## config.mk

```make
export PLATFORM = sky130hd
export DESIGN_NAME = seq_pattern_tx_flat
export DESIGN_NICKNAME = d
export VERILOG_FILES = /design/src/rtl/seq_pattern_tx_pkg.sv /design/src/rtl/seq_pattern_tx_if.sv /design/src/rtl/seq_pattern_tx_shreg.sv /design/src/rtl/seq_pattern_tx.sv /design/src/flat_wrapper.sv
export SDC_FILE = /design/constraint.sdc
export NUM_CORES = 1
export LEC_CHECK = 0
export BUFFER_PORTS_ARGS = -buffer_cell sky130_fd_sc_hd__buf_2
export CAP_MARGIN = 40
export CELL_PAD_IN_SITES_DETAIL_PLACEMENT = 0
export CELL_PAD_IN_SITES_GLOBAL_PLACEMENT = 1
export CORE_ASPECT_RATIO = 0.7
export CORE_MARGIN = 4
export CORE_UTILIZATION = 43
export CTS_CLUSTER_SIZE = 25
export DETAILED_ROUTE_END_ITERATION = 10
export HOLD_SLACK_MARGIN = 0.02
export PLACE_DENSITY_LB_ADDON = 0.1
export REMOVE_ABC_BUFFERS = 1
export SLEW_MARGIN = 5
export SYNTH_ARGS = -nofsm -noshare
export SYNTH_HDL_FRONTEND = slang
export SYNTH_SLANG_ARGS = --single-unit
export TNS_END_PERCENT = 100
```

## constraint.sdc

```tcl
create_clock -name clk -period 2.2 [get_ports clk]
set_input_delay 0.22 -clock clk [delete_from_list [all_inputs] [get_ports clk]]
set_output_delay 0.22 -clock clk [all_outputs]
set_load 0.05 [all_outputs]
```

## src/rtl/seq_pattern_tx_pkg.sv

```systemverilog
// Shared constants for the serial pattern transmitter: FSM encoding and
// the level the serial line rests at when no pattern bit is being sent.
package seq_tx_pkg;

  localparam logic [1:0] ST_IDLE = 2'd0;
  localparam logic [1:0] ST_SEND = 2'd1;
  localparam logic [1:0] ST_GAP  = 2'd2;
  localparam logic [1:0] ST_DONE = 2'd3;

  typedef enum logic [1:0] {
    IDLE = ST_IDLE,
    SEND = ST_SEND,
    GAP  = ST_GAP,
    DONE = ST_DONE
  } tx_state_e;

  // Line rests high so a downstream sequence detector stays idle.
  localparam logic LINE_IDLE = 1'b1;

endpackage

```

## src/rtl/seq_pattern_tx_if.sv

```systemverilog
// Control/data bundle of the serial pattern transmitter. The master side
// requests frames and watches the line; the slave side is the transmitter.
interface seq_pattern_tx_if #(
  parameter int PAT_W = 4,
  parameter int CNT_W = 4
);

  logic             start;
  logic             abort;
  logic [PAT_W-1:0] pattern_in;
  logic [CNT_W-1:0] repeat_n;
  logic             dout;
  logic             dout_valid;
  logic             busy;
  logic             done;

  modport master (
    output start, abort, pattern_in, repeat_n,
    input  dout, dout_valid, busy, done
  );

  modport slave (
    input  start, abort, pattern_in, repeat_n,
    output dout, dout_valid, busy, done
  );

endinterface

```

## src/rtl/seq_pattern_tx_shreg.sv

```systemverilog
// PAT_W-bit load/shift register whose head bit drives the serial line
// directly. Vacated positions fill with the idle level, so a register
// loaded with all idle bits (or fully shifted out) reads as an idle line.
module seq_tx_shreg
  import seq_tx_pkg::*;
#(
  parameter int PAT_W     = 4,
  parameter int MSB_FIRST = 1
) (
  input  logic             clk,
  input  logic             reset,
  input  logic             load,
  input  logic             shift,
  input  logic [PAT_W-1:0] load_val,
  output logic             bit_out
);

  logic [PAT_W-1:0] shreg_q;
  logic [PAT_W-1:0] shreg_d;

  // Next register contents: a load wins over a shift.
  always_comb begin
    shreg_d = shreg_q;
    if (load) begin
      shreg_d = load_val;
    end else if (shift) begin
      if (MSB_FIRST != 0) begin
        shreg_d = {shreg_q[PAT_W-2:0], LINE_IDLE};
      end else begin
        shreg_d = {LINE_IDLE, shreg_q[PAT_W-1:1]};
      end
    end
  end

  // Register resets to the idle level so the line is high out of reset.
  always_ff @(posedge clk or negedge reset) begin
    if (!reset) begin
      shreg_q <= {PAT_W{LINE_IDLE}};
    end else begin
      shreg_q <= shreg_d;
    end
  end

  assign bit_out = (MSB_FIRST != 0) ? shreg_q[PAT_W-1] : shreg_q[0];

endmodule

```

## src/rtl/seq_pattern_tx.sv

```systemverilog
// Serial pattern transmitter: sends a captured PAT_W-bit pattern one bit
// per clock, repeat_n+1 times, with optional idle gap bits between
// repetitions. All outputs come straight from flops.
module seq_pattern_tx
  import seq_tx_pkg::*;
#(
  parameter int PAT_W     = 4,
  parameter int CNT_W     = 4,
  parameter int GAP_BITS  = 0,
  parameter int MSB_FIRST = 1
) (
  input logic              clk,
  input logic              reset,
  seq_pattern_tx_if.slave  bus
);

  localparam int BIT_CW = $clog2(PAT_W);
  localparam int GAP_CW = (GAP_BITS > 0) ? $clog2(GAP_BITS + 1) : 1;
  localparam int BIT_LAST_I = PAT_W - 1;
  localparam int GAP_LAST_I = (GAP_BITS > 0) ? GAP_BITS - 1 : 0;
  localparam logic [BIT_CW-1:0] BIT_LAST = BIT_LAST_I[BIT_CW-1:0];
  localparam logic [GAP_CW-1:0] GAP_LAST = GAP_LAST_I[GAP_CW-1:0];

  tx_state_e         state_q, state_d;
  logic [BIT_CW-1:0] bit_cnt_q, bit_cnt_d;
  logic [GAP_CW-1:0] gap_cnt_q, gap_cnt_d;
  logic [CNT_W-1:0]  rep_cnt_q, rep_cnt_d;
  logic [PAT_W-1:0]  pat_q, pat_d;
  logic              valid_q, valid_d;
  logic              busy_q, busy_d;
  logic              done_q, done_d;

  logic              sh_load;
  logic              sh_shift;
  logic [PAT_W-1:0]  sh_load_val;
  logic              sh_bit;

  // The line itself lives in the shift register; idle cycles reload it
  // with all idle bits so dout is high whenever nothing is being sent.
  seq_tx_shreg #(
    .PAT_W     (PAT_W),
    .MSB_FIRST (MSB_FIRST)
  ) u_shreg (
    .clk      (clk),
    .reset    (reset),
    .load     (sh_load),
    .shift    (sh_shift),
    .load_val (sh_load_val),
    .bit_out  (sh_bit)
  );

  // Next-state and next-output logic; outputs describe the coming cycle.
  always_comb begin
    state_d     = state_q;
    bit_cnt_d   = bit_cnt_q;
    gap_cnt_d   = gap_cnt_q;
    rep_cnt_d   = rep_cnt_q;
    pat_d       = pat_q;
    sh_load     = 1'b1;
    sh_shift    = 1'b0;
    sh_load_val = {PAT_W{LINE_IDLE}};
    valid_d     = 1'b0;
    busy_d      = 1'b0;
    done_d      = 1'b0;

    if (bus.abort) begin
      state_d = IDLE;
    end else begin
      case (state_q)
        IDLE: begin
          if (bus.start) begin
            pat_d       = bus.pattern_in;
            rep_cnt_d   = bus.repeat_n;
            bit_cnt_d   = '0;
            sh_load_val = bus.pattern_in;
            valid_d     = 1'b1;
            busy_d      = 1'b1;
            state_d     = SEND;
          end
        end
        SEND: begin
          if (bit_cnt_q != BIT_LAST) begin
            sh_load   = 1'b0;
            sh_shift  = 1'b1;
            bit_cnt_d = bit_cnt_q + BIT_CW'(1);
            valid_d   = 1'b1;
            busy_d    = 1'b1;
          end else if (rep_cnt_q != '0) begin
            rep_cnt_d = rep_cnt_q - CNT_W'(1);
            bit_cnt_d = '0;
            busy_d    = 1'b1;
            if (GAP_BITS > 0) begin
              gap_cnt_d = '0;
              state_d   = GAP;
            end else begin
              sh_load_val = pat_q;
              valid_d     = 1'b1;
            end
          end else begin
            done_d  = 1'b1;
            state_d = DONE;
          end
        end
        GAP: begin
          busy_d = 1'b1;
          if (gap_cnt_q == GAP_LAST) begin
            sh_load_val = pat_q;
            valid_d     = 1'b1;
            state_d     = SEND;
          end else begin
            gap_cnt_d = gap_cnt_q + GAP_CW'(1);
          end
        end
        DONE: begin
          state_d = IDLE;
        end
        default: begin
          state_d = IDLE;
        end
      endcase
    end
  end

  // State, counters, captured pattern and registered status outputs.
  always_ff @(posedge clk or negedge reset) begin
    if (!reset) begin
      state_q   <= IDLE;
      bit_cnt_q <= '0;
      gap_cnt_q <= '0;
      rep_cnt_q <= '0;
      pat_q     <= '0;
      valid_q   <= 1'b0;
      busy_q    <= 1'b0;
      done_q    <= 1'b0;
    end else begin
      state_q   <= state_d;
      bit_cnt_q <= bit_cnt_d;
      gap_cnt_q <= gap_cnt_d;
      rep_cnt_q <= rep_cnt_d;
      pat_q     <= pat_d;
      valid_q   <= valid_d;
      busy_q    <= busy_d;
      done_q    <= done_d;
    end
  end

  assign bus.dout       = sh_bit;
  assign bus.dout_valid = valid_q;
  assign bus.busy       = busy_q;
  assign bus.done       = done_q;

endmodule

```

## src/flat_wrapper.sv

```systemverilog
// flat-port wrapper written by rule: the top's interface ports become plain ports
module seq_pattern_tx_flat import seq_tx_pkg::*;
#(
  parameter int PAT_W     = 4,
  parameter int CNT_W     = 4,
  parameter int GAP_BITS  = 0,
  parameter int MSB_FIRST = 1
)
  (clk, reset, bus_start, bus_abort, bus_pattern_in, bus_repeat_n, bus_dout, bus_dout_valid, bus_busy, bus_done);
  seq_pattern_tx_if #(.PAT_W(PAT_W), .CNT_W(CNT_W)) bus_i ();
  input logic clk;
  input logic reset;
  input wire logic [$bits(bus_i.start)-1:0] bus_start;
  input wire logic [$bits(bus_i.abort)-1:0] bus_abort;
  input wire logic [$bits(bus_i.pattern_in)-1:0] bus_pattern_in;
  input wire logic [$bits(bus_i.repeat_n)-1:0] bus_repeat_n;
  output wire logic [$bits(bus_i.dout)-1:0] bus_dout;
  output wire logic [$bits(bus_i.dout_valid)-1:0] bus_dout_valid;
  output wire logic [$bits(bus_i.busy)-1:0] bus_busy;
  output wire logic [$bits(bus_i.done)-1:0] bus_done;
  assign bus_i.start = bus_start;
  assign bus_i.abort = bus_abort;
  assign bus_i.pattern_in = bus_pattern_in;
  assign bus_i.repeat_n = bus_repeat_n;
  assign bus_dout = bus_i.dout;
  assign bus_dout_valid = bus_i.dout_valid;
  assign bus_busy = bus_i.busy;
  assign bus_done = bus_i.done;
  seq_pattern_tx #(.PAT_W(PAT_W), .CNT_W(CNT_W), .GAP_BITS(GAP_BITS), .MSB_FIRST(MSB_FIRST)) u_core (.clk(clk), .reset(reset), .bus(bus_i));
endmodule
```

==> flow_summary.json <==
{
  "status": "finished, final reports clean",
  "finalMaxSlewViolations": 0,
  "synthArstFlopShare": 1.00,
  "fmax_ghz": 0.558,
  "power_density_nw_per_um2": 720,
  "final-setup-viol-count": 0,
  "synth_area_sq_um": 1030,
  "leakage_nw": 0.493,
  "areaGrowthSynthToFinish_pct": 13.3,
  "cts_resized": 0,
  "p_switching_mw": 0.256,
  "antenna_found_initial": 0,
  "power.internal_mw": 0.585,
  "end_kind": "register",
  "seqPwrFrac": 0.510,
  "synthFlopType": "dfrtp_1",
  "clk_latency_ps": 300,
  "drive_above_1_share": 0.304,
  "netSwitchingFraction": 0.304,
  "cts_setup_buffers": 0,
  "row_count": 14,
  "clkPwrFrac": 0.254,
  "power_frac_comb": 0.237,
  "ys_seq_area_frac": 0.442,
  "vias": 802,
  "drt_wl_total_um": 2100,
  "grt-ovfl-total": 0,
  "synth_largest_area_cell": "dfrtp_1",
  "multi_input_area_sq_um": 514,
  "power_mw": 0.841,
  "postCtsHoldBufs": 1,
  "drt_iter0_markers": 69,
  "dp_hpwl_um": 1560,
  "io_buffers": 15,
  "layout.nets": 127,
  "period_share": 0.815,
  "die_area_sq_um": 3260,
  "wire_per_inst_um": 14.6,
  "cts_tree": "done",
  "maxCapViolations": 0,
  "min_path_type": "input pin to register",
  "clockRootBuffer": "clkbuf_4",
  "route.detailed.drc": 0,
  "worstMarginPinSlew_ps": 555,
  "path_class": "register to register",
  "ios": 16,
  "yosys_warnings": 0,
  "grt_max_degree": 19,
  "grt_pass1_wl_um": 3590,
  "place_congestion": 0.737,
  "fill_cells": 213,
  "finalHoldViolCount": 0,
  "diodes": 0,
  "syn-mean-instance-area_sq_um": 10.6,
  "synth_cell_types": 41,
  "ir_drop_v": 0.000364,
  "grt_usage": 0.139,
  "synth_area_leaders": "dfrtp_1 34%, dfstp_2 10%, mux2_2 4.4%",
  "worstSetupStartpointType": "register",
  "final.setup_skew_ps": 1.38,
  "period_minus_slack_ps": 1790,
  "cts-htree-levels": 1,
  "grt_pass1_vias": 771,
  "rrSetupSlack_ps": 410,
  "netlist.area_leader.share": 0.340,
  "first_pass_iters": 4,
  "rsz0062_at_grt": "no",
  "cts_sinks": 18,
  "vias_per_cell": 5.57,
  "fin_setup_tns_ps": 0,
  "start_util": 0.467,
  "netlist_instances": 97,
  "cp_max_fo": 5,
  "max_slew_margin": 0.630,
  "synth-edff-count": 0,
  "fp.dieH_um": 49.0,
  "hold_ws_ps": 156,
  "synth_seq_cells": 18,
  "arrival_ps": 2030,
  "fp.dieW_um": 66.5,
  "clockBufferDepth": 2,
  "required_ps": 2440,
  "drtAntennaViolNets": 0,
  "coreArea_sq_um": 2210,
  "layout.area.seq_sq_um": 455,
  "cts_buffers": 3,
  "path_clk_slew_ps": 110
}
final timing paths:
path,startpoint,to,cells past startpoint
worst max-delay path,u_core.rep_cnt_q[0],u_core.u_shreg.shreg_q[1],6
worst min-delay path,bus_pattern_in[3],u_core.pat_q[3],2
worst max register to register,u_core.rep_cnt_q[0],u_core.u_shreg.shreg_q[1],6
worst min register to register,u_core.u_shreg.shreg_q[2],u_core.u_shreg.shreg_q[3],1
max in group asynchronous,reset,u_core.u_shreg.shreg_q[0],2
min in group asynchronous,reset,u_core.rep_cnt_q[1],2
cell families (layout without fill, tap and decap cells):
family | Yosys count | count (layout) | share of synthesized area
buffers and inverters | 12 | 27 | 0.0594
multiplexers | 5 | 5 | 0.0534
adder cells (fa/ha/maj) | 2 | 2 | 0.0243
flip-flops | 18 | 18 | 0.442
AO/OA/AOI/OAI | 23 | 23 | 0.183
AND/OR/NAND/NOR | 37 | 37 | 0.238
synthesized netlist by cell type (2+ instances only):
library cell and n:
a21oi_1 2, a2bb2oi_1 2, and2_1 3, buf_4 2
clkbuf_1 4, dfrtp_1 14, dfstp_2 4, ha_1 2
inv_1 4, mux2_2 4, nand2b_1 4, nand3b_1 2
nor2_1 3, nor2b_1 4, nor3_1 7, nor3b_1 5
o21a_1 2, o22ai_1 3, o32a_1 3, or3_1 2
per-layer routing:
layer	wire length (um)	vias to the layer above	global-route usage	share of wire
li1	-	394	-	-
met4	11	0	0.0203	0.0052
met1	1110	392	0.215	0.53
met5	0	-	0	0
met2	887	14	0.193	0.42
met3	93	2	0.0415	0.044
critical path, cell delays in order (launching register included):
cell and delay, ps:
dfrtp_1 420, inv_1 60, ha_1 230, nor3b_1 150, buf_4 150, a221o_1 350, o32a_1 360
power by group through the flow:
stage	clock (mW)	combinational (mW)	sequential, mW
floorplan	0	0.127	0.440
global placement	0	0.197	0.432
detailed placement	0	0.197	0.436
CTS	0.217	0.200	0.429
global route	0.234	0.221	0.439
finish	0.213	0.199	0.429
final cells by class:
class | count | share of cell area
Sequential cell | 18 | 0.390
Clock buffer | 4 | 0.0310
Tap cell | 32 | 0.0343
Inverter | 4 | 0.0128
Timing Repair Buffer | 19 | 0.0921
Multi-Input combinational cell | 67 | 0.440
registers in the layout, summed over array words and instances, names as in the netlist:
name	count
u_core.u_shreg.shreg_q	4
u_core.rep_cnt_q	4
u_core.pat_q	4
u_core.state_q	2
u_core.bus.done	1
u_core.bus.busy	1
u_core.bit_cnt_q	2
through the flow:
step / utilization / area (sq um) / std cells / worst slack (ps)
after floorplan: - / 985 / 89 / 629
after global placement: 0.509 / 1120 / 139 / 472
after detailed placement: 0.509 / 1120 / 139 / 425
after CTS: 0.529 / 1170 / 144 / 404
after global routing: 0.529 / 1170 / 144 / 318
final: 0.529 / 1170 / 144 / 408
cell usage in the layout (no fill, tap or decap), types with 4 or more instances in the layout:
| cell | instances |
|---|---|
| dfrtp_1 | 14 |
| nor3b_1 | 5 |
| inv_1 | 4 |
| mux2_2 | 4 |
| nand2b_1 | 4 |
| nor3_1 | 7 |
| nor2b_1 | 4 |
| buf_2 | 15 |
| dfstp_2 | 4 |
Note: power is estimated with default switching activity, not from simulation.
